[src/rtl/mc10162_phase_sequencer_if.sv]
`default_nettype none
// ============================================================================
// Module   : mc10162_phase_sequencer_if
// Brief    : Control and decoder-drive bundle for the mc10162 phase sequencer.
// Revision : 1.0 - initial release
// ============================================================================
interface mc10162_phase_sequencer_if;
  // Sequence control inputs
  logic       start;
  logic       step_mode;
  logic       step;
  logic       abort;
  logic       inhibit;
  // Decoder drive and status outputs
  logic       sel4;
  logic       sel2;
  logic       sel1;
  logic       nen1;
  logic       nen2;
  logic [2:0] phase;
  logic       busy;
  logic       done;

  // Controller side: issues requests, observes the decoder drive
  modport master (
    output start, step_mode, step, abort, inhibit,
    input  sel4, sel2, sel1, nen1, nen2, phase, busy, done
  );

  // Sequencer side
  modport slave (
    input  start, step_mode, step, abort, inhibit,
    output sel4, sel2, sel1, nen1, nen2, phase, busy, done
  );
endinterface
`default_nettype wire

[src/rtl/mc10162_phase_sequencer.sv]
`default_nettype none
// ============================================================================
// Module   : mc10162_phase_sequencer
// Brief    : Steps the select/enable inputs of a downstream mc10162 3-to-8
//            decoder through NPHASES phases of DWELL clocks each, with
//            free-run / single-step modes, abort and strobe inhibit.
// Revision : 1.0 - initial release
// ============================================================================
module mc10162_phase_sequencer #(
  parameter int NPHASES = 8,  // phases per sequence, 1..8
  parameter int DWELL   = 1   // clocks per phase, 1..16
) (
  input  wire logic                clk,
  input  wire logic                reset,
  mc10162_phase_sequencer_if.slave bus
);

  localparam logic [2:0] C_LAST_PHASE  = 3'(NPHASES - 1);
  localparam logic [3:0] C_DWELL_RELOAD = 4'(DWELL - 1);

  typedef enum logic [1:0] {
    S_IDLE   = 2'd0,
    S_ACTIVE = 2'd1,
    S_HOLD   = 2'd2,
    S_DONE   = 2'd3
  } state_t;

  state_t     state_q, state_d;
  logic [2:0] phase_q, phase_d;
  logic [3:0] cnt_q,   cnt_d;
  logic       nen1_q,  nen1_d;
  logic       nen2_q,  nen2_d;
  logic       busy_q,  busy_d;
  logic       done_q,  done_d;

  // Next-state logic; outputs are decoded from the next state so they can be
  // registered alongside it with no input-to-output combinational path.
  always_comb begin
    state_d = state_q;
    phase_d = phase_q;
    cnt_d   = cnt_q;
    nen1_d  = 1'b1;
    nen2_d  = 1'b1;
    busy_d  = 1'b0;
    done_d  = 1'b0;

    case (state_q)
      S_IDLE: begin
        // Abort outranks start, so a coincident start is simply dropped
        if (!bus.abort && bus.start) begin
          state_d = S_ACTIVE;
          phase_d = 3'd0;
          cnt_d   = C_DWELL_RELOAD;
        end
      end
      S_ACTIVE: begin
        if (bus.abort) begin
          state_d = S_IDLE;
          phase_d = 3'd0;
          cnt_d   = 4'd0;
        end else if (cnt_q != 4'd0) begin
          cnt_d = cnt_q - 4'd1;
        end else if (phase_q == C_LAST_PHASE) begin
          // Phase is kept through DONE so select never moves with the
          // enable transition
          state_d = S_DONE;
        end else if (bus.step_mode) begin
          state_d = S_HOLD;
        end else begin
          phase_d = phase_q + 3'd1;
          cnt_d   = C_DWELL_RELOAD;
        end
      end
      S_HOLD: begin
        // Clearing step_mode here does not resume; only step does
        if (bus.abort) begin
          state_d = S_IDLE;
          phase_d = 3'd0;
          cnt_d   = 4'd0;
        end else if (bus.step) begin
          state_d = S_ACTIVE;
          phase_d = phase_q + 3'd1;
          cnt_d   = C_DWELL_RELOAD;
        end
      end
      S_DONE: begin
        state_d = S_IDLE;
        phase_d = 3'd0;
        cnt_d   = 4'd0;
      end
      default: begin
        state_d = S_IDLE;
        phase_d = 3'd0;
        cnt_d   = 4'd0;
      end
    endcase

    case (state_d)
      S_ACTIVE: begin
        nen1_d = 1'b0;
        nen2_d = bus.inhibit;
        busy_d = 1'b1;
      end
      S_HOLD: begin
        busy_d = 1'b1;
      end
      S_DONE: begin
        done_d = 1'b1;
      end
      default: begin
        busy_d = 1'b0;
      end
    endcase
  end

  // State and output registers with asynchronous reset to the idle values
  always_ff @(posedge clk or posedge reset) begin
    if (reset) begin
      state_q <= S_IDLE;
      phase_q <= 3'd0;
      cnt_q   <= 4'd0;
      nen1_q  <= 1'b1;
      nen2_q  <= 1'b1;
      busy_q  <= 1'b0;
      done_q  <= 1'b0;
    end else begin
      state_q <= state_d;
      phase_q <= phase_d;
      cnt_q   <= cnt_d;
      nen1_q  <= nen1_d;
      nen2_q  <= nen2_d;
      busy_q  <= busy_d;
      done_q  <= done_d;
    end
  end

  assign bus.phase = phase_q;
  assign bus.sel4  = phase_q[2];
  assign bus.sel2  = phase_q[1];
  assign bus.sel1  = phase_q[0];
  assign bus.nen1  = nen1_q;
  assign bus.nen2  = nen2_q;
  assign bus.busy  = busy_q;
  assign bus.done  = done_q;

endmodule
`default_nettype wire

[src/flat_wrapper.sv]
// flat-port wrapper written by rule: the top's interface ports become plain ports
module mc10162_phase_sequencer_flat 
#(
  parameter int NPHASES = 8,                              
  parameter int DWELL   = 1                             
)
  (clk, reset, bus_start, bus_step_mode, bus_step, bus_abort, bus_inhibit, bus_sel4, bus_sel2, bus_sel1, bus_nen1, bus_nen2, bus_phase, bus_busy, bus_done);
  mc10162_phase_sequencer_if bus_i ();
  input  wire logic clk;
  input  wire logic reset;
  input wire logic [$bits(bus_i.start)-1:0] bus_start;
  input wire logic [$bits(bus_i.step_mode)-1:0] bus_step_mode;
  input wire logic [$bits(bus_i.step)-1:0] bus_step;
  input wire logic [$bits(bus_i.abort)-1:0] bus_abort;
  input wire logic [$bits(bus_i.inhibit)-1:0] bus_inhibit;
  output wire logic [$bits(bus_i.sel4)-1:0] bus_sel4;
  output wire logic [$bits(bus_i.sel2)-1:0] bus_sel2;
  output wire logic [$bits(bus_i.sel1)-1:0] bus_sel1;
  output wire logic [$bits(bus_i.nen1)-1:0] bus_nen1;
  output wire logic [$bits(bus_i.nen2)-1:0] bus_nen2;
  output wire logic [$bits(bus_i.phase)-1:0] bus_phase;
  output wire logic [$bits(bus_i.busy)-1:0] bus_busy;
  output wire logic [$bits(bus_i.done)-1:0] bus_done;
  assign bus_i.start = bus_start;
  assign bus_i.step_mode = bus_step_mode;
  assign bus_i.step = bus_step;
  assign bus_i.abort = bus_abort;
  assign bus_i.inhibit = bus_inhibit;
  assign bus_sel4 = bus_i.sel4;
  assign bus_sel2 = bus_i.sel2;
  assign bus_sel1 = bus_i.sel1;
  assign bus_nen1 = bus_i.nen1;
  assign bus_nen2 = bus_i.nen2;
  assign bus_phase = bus_i.phase;
  assign bus_busy = bus_i.busy;
  assign bus_done = bus_i.done;
  mc10162_phase_sequencer #(.NPHASES(NPHASES), .DWELL(DWELL)) u_core (.clk(clk), .reset(reset), .bus(bus_i));
endmodule
[config.mk]
export PLATFORM = sky130hd
export DESIGN_NAME = mc10162_phase_sequencer_flat
export DESIGN_NICKNAME = d
export VERILOG_FILES = /design/src/rtl/mc10162_phase_sequencer_if.sv /design/src/rtl/mc10162_phase_sequencer.sv /design/src/flat_wrapper.sv
export SDC_FILE = /design/constraint.sdc
export NUM_CORES = 1
export LEC_CHECK = 0
export CAP_MARGIN = 30
export CORE_ASPECT_RATIO = 1.1
export CORE_MARGIN = 4
export CORE_UTILIZATION = 52
export DETAILED_ROUTE_END_ITERATION = 10
export HOLD_SLACK_MARGIN = 0.12
export PLACE_DENSITY = 0.77
export SLEW_MARGIN = 5
export SYNTH_ARGS = -nofsm -noshare
export SYNTH_HDL_FRONTEND = slang
export SYNTH_SLANG_ARGS = --single-unit
[constraint.sdc]
create_clock -name clk -period 2.91 [get_ports clk]
set_input_delay 0.4365 -clock clk [delete_from_list [all_inputs] [get_ports clk]]
set_output_delay 0.4365 -clock clk [all_outputs]
set_load 0.01 [all_outputs]
# Word level (Yosys, flattened, before mapping)
# Cells that the tools add are included.
[op_classes] addsub=2 eq_ne=14 n_mux=28 n_reduce_logical=7
[op_table] operator="2-to-1 mux 4 bit" count=7
[op_table] operator="2-to-1 mux 3 bit" count=7
[op_table] operator="one-hot mux 4 bit (4 select lines)" count=1
[op_table] operator="2-to-1 mux 2 bit" count=7
[op_table] operator="inequality test 3 bit (second input constant)" count=4
[op_table] operator="one-hot mux 3 bit (4 select lines)" count=1
[op_table] operator="equality test 2 bit (second input constant)" count=4
[op_table] operator="inequality test 4 x 3 -> 1 bit (second input constant)" count=2
[op_table] operator="one-hot mux 2 bit (4 select lines)" count=1
[op_table] operator="AND reduction 5 bit" count=1
[op_table] operator="equality test 2 x 1 -> 1 bit (second input constant)" count=2
[op_table] operator="2-to-1 mux 1 bit" count=4
[op_table] operator="AND reduction 4 bit" count=1
[op_table] operator="nonzero test 4 bit" count=1
[op_table] operator="subtractor 4 x 1 -> 4 bit (second input constant)" count=1
[op_table] operator="adder 3 x 1 -> 3 bit (second input constant)" count=1
[op_table] operator="equality test 3 bit (second input constant)" count=1
[op_table] operator="logical NOT 2 bit" count=1
[op_table] operator="inequality test 2 x 1 -> 1 bit (second input constant)" count=1
[op_table] operator="OR reduction 2 bit" count=1
[op_table] operator="logical AND 1 bit" count=1
[op_table] operator="logical NOT 1 bit" count=1
[word_totals] register_bits=13 input_bits=7 out_inout_bits=10 elab_cells=58

# Longest topological paths before layout
[depth] depth_word=8 ltp_mapped=8 ltp_nobuf=7

# Worst setup path before layout
# OpenSTA, ideal clock, no wires.
[synth_path] kind="reg-to-reg" from="register u_core.phase_q[0] (netlist: u_core.bus.phase[0])" to="register u_core.cnt_q[3]" setup_time_ns=0.069 arrival_ns=1.671 setup_slack_ns=1.171 stages_incl_launch_ff=7 path_buffers=0 period_less_slack_ns=1.739 cell_sequence="dfrtp_1 ha_1 ha_1 nor2_1 o21bai_4 or4_1 nand3_1"
[synth_via] elab_chain_len=3
[synth_lines] element="start: declaration" line_no="mc10162_phase_sequencer.sv:29" source="logic [2:0] phase_q, phase_d;"
[synth_lines] element="start signal: assignment" line_no="mc10162_phase_sequencer.sv:128" source="phase_q <= phase_d;"
[synth_lines] element="equality test 3 bit" line_no="mc10162_phase_sequencer.sv:63" source="end else if (phase_q == C_LAST_PHASE) begin"
[synth_lines] element="inequality test 4 x 3 -> 1 bit (no line)"
[synth_lines] element="AND reduction 4 bit (no line)"
[synth_lines] element="end signal: assignment" line_no="mc10162_phase_sequencer.sv:129" source="cnt_q <= cnt_d;"
[synth_lines] element="end: declaration" line_no="mc10162_phase_sequencer.sv:30" source="logic [3:0] cnt_q, cnt_d;"
# Every way passes these cells.
# A chain may end at the register's enable or synchronous reset.

# Worst setup path in the final report
[layout_path] from="register u_core.state_q[1]" to="register u_core.cnt_q[3]"
[layout_via] elab_chain_len=3 elab_cells_between_ends=10
[layout_lines] element="start: declaration" line_no="mc10162_phase_sequencer.sv:28" source="state_t state_q, state_d;"
[layout_lines] element="start signal: assignment" line_no="mc10162_phase_sequencer.sv:127" source="state_q <= state_d;"
[layout_lines] element="equality test 2 x 1 -> 1 bit (tied with other cells)" line_no="mc10162_phase_sequencer.sv:47" source="case (state_q)"
[layout_lines] element="inequality test 4 x 3 -> 1 bit (no line) (tied with other cells)"
[layout_lines] element="AND reduction 4 bit (no line)"
# Several ways; a longest one is shown, not always the timed one.

==> impl.org <==
** Outcome
- Outcome :: finished clean

** Synth
- Yosys printed 0 warnings.
- Dividing the synthesized area by the synthesized cell count gives 9.83 um^2.
- In the synthesized netlist, the number of instances is 82.
- Distinct cells, synth :: 30
- In the synthesized netlist the dominant register cell turns out to be sky130_fd_sc_hd__dfrtp_1.
- EDFF count, synth :: 0
- By area the synthesized netlist is led by sky130_fd_sc_hd__dfrtp_1, sky130_fd_sc_hd__ha_1, sky130_fd_sc_hd__dfstp_2, sky130_fd_sc_hd__inv_1, sky130_fd_sc_hd__nand2_1.
- Dominant combinational cell family by area after synthesis :: simple AND/OR/NAND/NOR gates
- The synthesized netlist devotes 22.2% of its cell area to simple gates.
- Multiplexer cells account for 1.24% of the synthesized area.
- After synthesis, the largest area contributor takes up 34.2% of total cell area.
- Most common cell in the synthesized netlist :: sky130_fd_sc_hd__dfrtp_1
- Portion of the post-synthesis area used by sequential elements :: 40.7%
- Counting flops with an async set or reset pin after synthesis yields a share of 100%.
- Largest area contributor in the synthesized netlist :: sky130_fd_sc_hd__dfrtp_1
- The synthesized netlist devotes 14.8% of its cell area to compound gates.
- Adder-cell area share of the yosys netlist :: 12.4%
- Synthesis produced a netlist with a net count of 97.
- Summing the areas of all xor and xnor instances in the mapped netlist gives 1.09% of the synthesized area.
- After synthesis the cells add up to 806 um^2.
- Commonest cells post-synth :: sky130_fd_sc_hd__dfrtp_1, sky130_fd_sc_hd__inv_1, sky130_fd_sc_hd__nand2_1, sky130_fd_sc_hd__ha_1, sky130_fd_sc_hd__o21ai_0
- Number of synthesized register bits :: 13

** Layout
- Multi-input combinational cell area :: 417 um^2
- Final net count :: 114
- Final instance area :: 985 um^2
- Finished Layout Cells :: 114
- Fraction of layout instances using a drive strength above 1 :: 10.2%
- The area growth from synthesis to layout is 22.2%.
- Utilization of the core after routing :: 69.4%
- 0 antenna diodes ended up in the layout.
- Registers take 328 um^2.
- Fill cells in the final layout number 112.

** Detailed routing
- First-iteration detailed-routing DRC count :: 15
- Detailed routing inserted a total of 601 vias.
- Total Routed Length :: 1.39 mm
- Average vias per placed instance :: 5.27
- Number of detailed-routing iterations run before antenna repair :: 4
- In the routed design, unresolved DRC markers number 0.
- Residual antenna-violating net count after detailed routing :: 0
- Routed length per placed instance :: 12.2 um

** Setup path
- The worst setup path is of the flip-flop to flip-flop kind.
- The worst setup path is captured at a flip-flop.
- Startpoint class of the critical path :: flip-flop
- Buf+Inv Stages, Crit Path :: 1
- In this design, the stage delay of the slowest critical-path cell is 490 ps.
- Data arrives at the worst endpoint at 2120 ps.
- Of all nets on the critical path, the largest fanout is 8.
- Among all stages on the critical path, the largest delay is contributed by sky130_fd_sc_hd__or4_1.
- The critical path goes through inv_1 -> ha_1 -> nor2b_1 -> nand2b_1 -> or4_1 -> nand3_1.
- The cell family contributing the most delay on the critical path is simple AND/OR/NAND/NOR gates.
- Required time of the critical path :: 3120 ps

** Global route
- Pin count of the biggest net entering global routing :: 14
- The initial antenna violation count came to 0.
- Global router's overall resource usage :: 15.6%
- For this run the aggregate overflow at the end of global routing stands at 0.
- The first global-routing pass estimated 2.59 mm of wire.
- The via count of the first global-routing pass came to 600.

** Pwr
- Static leakage :: 0.447 nW
- In this run the power density over the cells is 812 mW/mm^2.
- Across the VDD grid, the largest voltage drop is 513 uV.

** Placement
- Post-detailed-placement cell area :: 958 um^2
- The wire-length estimate of the detail-placed layout is 1.10 mm.
- During placement, the flow inserted port buffers numbering 16.
- The congestion estimate from routability-driven global placement came to 0.789.
- Cell count after placement :: 110

** Floorplan
- Die area :: 0.00224 mm^2
- FP Rows :: 14
- The floorplan step set the die width to 45.5 um.
- In this run the standard cell core region covers 0.00142 mm^2.
- In this run the vertical extent of the chip is 49.3 um.
- For this configuration, the core starts out at a cell density of 56.8%.
- I/O pin total :: 17

** Clock network
- Clock transition at the registers of the reported paths :: 80 ps
- The number of setup buffers added after CTS is 0.
- Number of resized instances in the post-cts repair step :: 0
- TritonCTS built the clock tree.
- Root cell of the clock tree :: sky130_fd_sc_hd__clkbuf_4
- At the later pin of the worst-skew pair, clock insertion delay measures 270 ps.
- Number of buffers on the longest clock path :: 2
- Number of hold buffers added after cts :: 0
- Level count of the clock H-tree :: 1
- In this run, CTS created clock tree buffers numbering 3.
- The clock drives 13 sinks.

** Timing
- The final critical path takes up 65.6% of the cycle.
- Finish-stage setup viols :: 0
- Hold Worst Slack :: 476 ps
- RSZ-0062 raised after global routing :: no
- Headroom to the max-slew limit came out at 67.0%.
- The max-slew violation count came to 0.
- The clock arrives with 2.51 ps of skew.
- Worst-margin pin slew :: 494 ps
- Minimum period implied by the final worst setup slack :: 1910 ps
- Top achievable clock speed :: 524 MHz
- Endpoints failing hold :: 0
- Adding up every negative setup slack in the final design gives 0 ps.

** Flow run
- Number of violations of the max-capacitance limit :: 0

** Hold path
- The tightest min-delay check is of the input pin to async pin type.
==> state kept, by name, indices dropped and copies added, names as in the netlist <==
| name | count |
|---|---|
| u_core.bus.busy | 1 |
| u_core.bus.done | 1 |
| u_core.state_q | 2 |
| u_core.bus.phase | 3 |
| u_core.cnt_q | 4 |
| u_core.bus.nen1 | 1 |
| u_core.bus.nen2 | 1 |
==> power by group <==
part,internal (mW),switching (mW)
clock,0.0531,0.0579
combinational,0.202,0.219
sequential,0.241,0.0265
total,0.496,0.304
==> cells in the final DEF, fill, tap and decap left out, drive strengths merged, types with 3 or more instances in the layout <==
| master | n |
|---|---|
| ha | 8 |
| o21ai | 7 |
| nor2 | 3 |
| clkdlybuf4s50 | 16 |
| nand4b | 3 |
| inv | 9 |
| clkbuf | 4 |
| dfrtp | 11 |
| nor2b | 3 |
| a21oi | 3 |
| nand3b | 3 |
| nand2 | 9 |
==> final timing paths <==
check | startpoint | end | slack, ps | cells after the start
hold reg to reg | u_core.cnt_q[1] | u_core.cnt_q[1] | 510 | 2
setup reg to reg | u_core.state_q[1] | u_core.cnt_q[3] | 1000 | 6
min in group clk | u_core.cnt_q[1] | u_core.cnt_q[1] | 510 | 2
max in group asynchronous | reset | u_core.bus.nen2 | 2080 | 2
hold / removal | reset | u_core.cnt_q[0] | 480 | 2
setup / recovery | u_core.state_q[1] | u_core.cnt_q[3] | 1000 | 6
==> cell families after synthesis <==
group | Yosys count
simple gates | 30
compound gates | 16
buf+inv | 13
flops | 13
fa+ha+maj | 8
xor+xnor | 1
mux | 1
==> per-stage QoR <==
stage | setup slack [ps] | total power [mW]
after floorplan | 1170 | 0.561
after global placement | 761 | 0.690
after detailed placement | 716 | 0.696
after CTS | 981 | 0.810
after global routing | 731 | 0.874
final | 1000 | 0.800
==> cell type report <==
| cell class | instances | share of cell area, % |
|---|---|---|
| clock buffers | 4 | 2.67 |
| repair buffers | 16 | 16.3 |
| well taps | 16 | 2.03 |
| inverters | 9 | 3.43 |
| multi-input cells | 56 | 42.3 |
| flip-flops and latches | 13 | 33.3 |
==> per-layer routing <==
metal | up-vias | track usage [%] | part of all wire [%] | wire length [um]
met5 | - | 0 | 0 | 0
met4 | 0 | 7.32 | 1.4 | 19
met3 | 4 | 3.32 | 3.0 | 42
met2 | 10 | 23.3 | 46 | 646
met1 | 278 | 20.9 | 49 | 685
li1 | 309 | - | - | -
==> worst register-to-register path, delay by kind of cell (launching register included) <==
kind / cells / cell delay, ps
flip-flops: 1 / 400
adder cells (fa/ha/maj): 1 / 170
buffers and inverters: 1 / 130
AND/OR/NAND/NOR: 4 / 1140
Power figures use the tool's default switching activity.
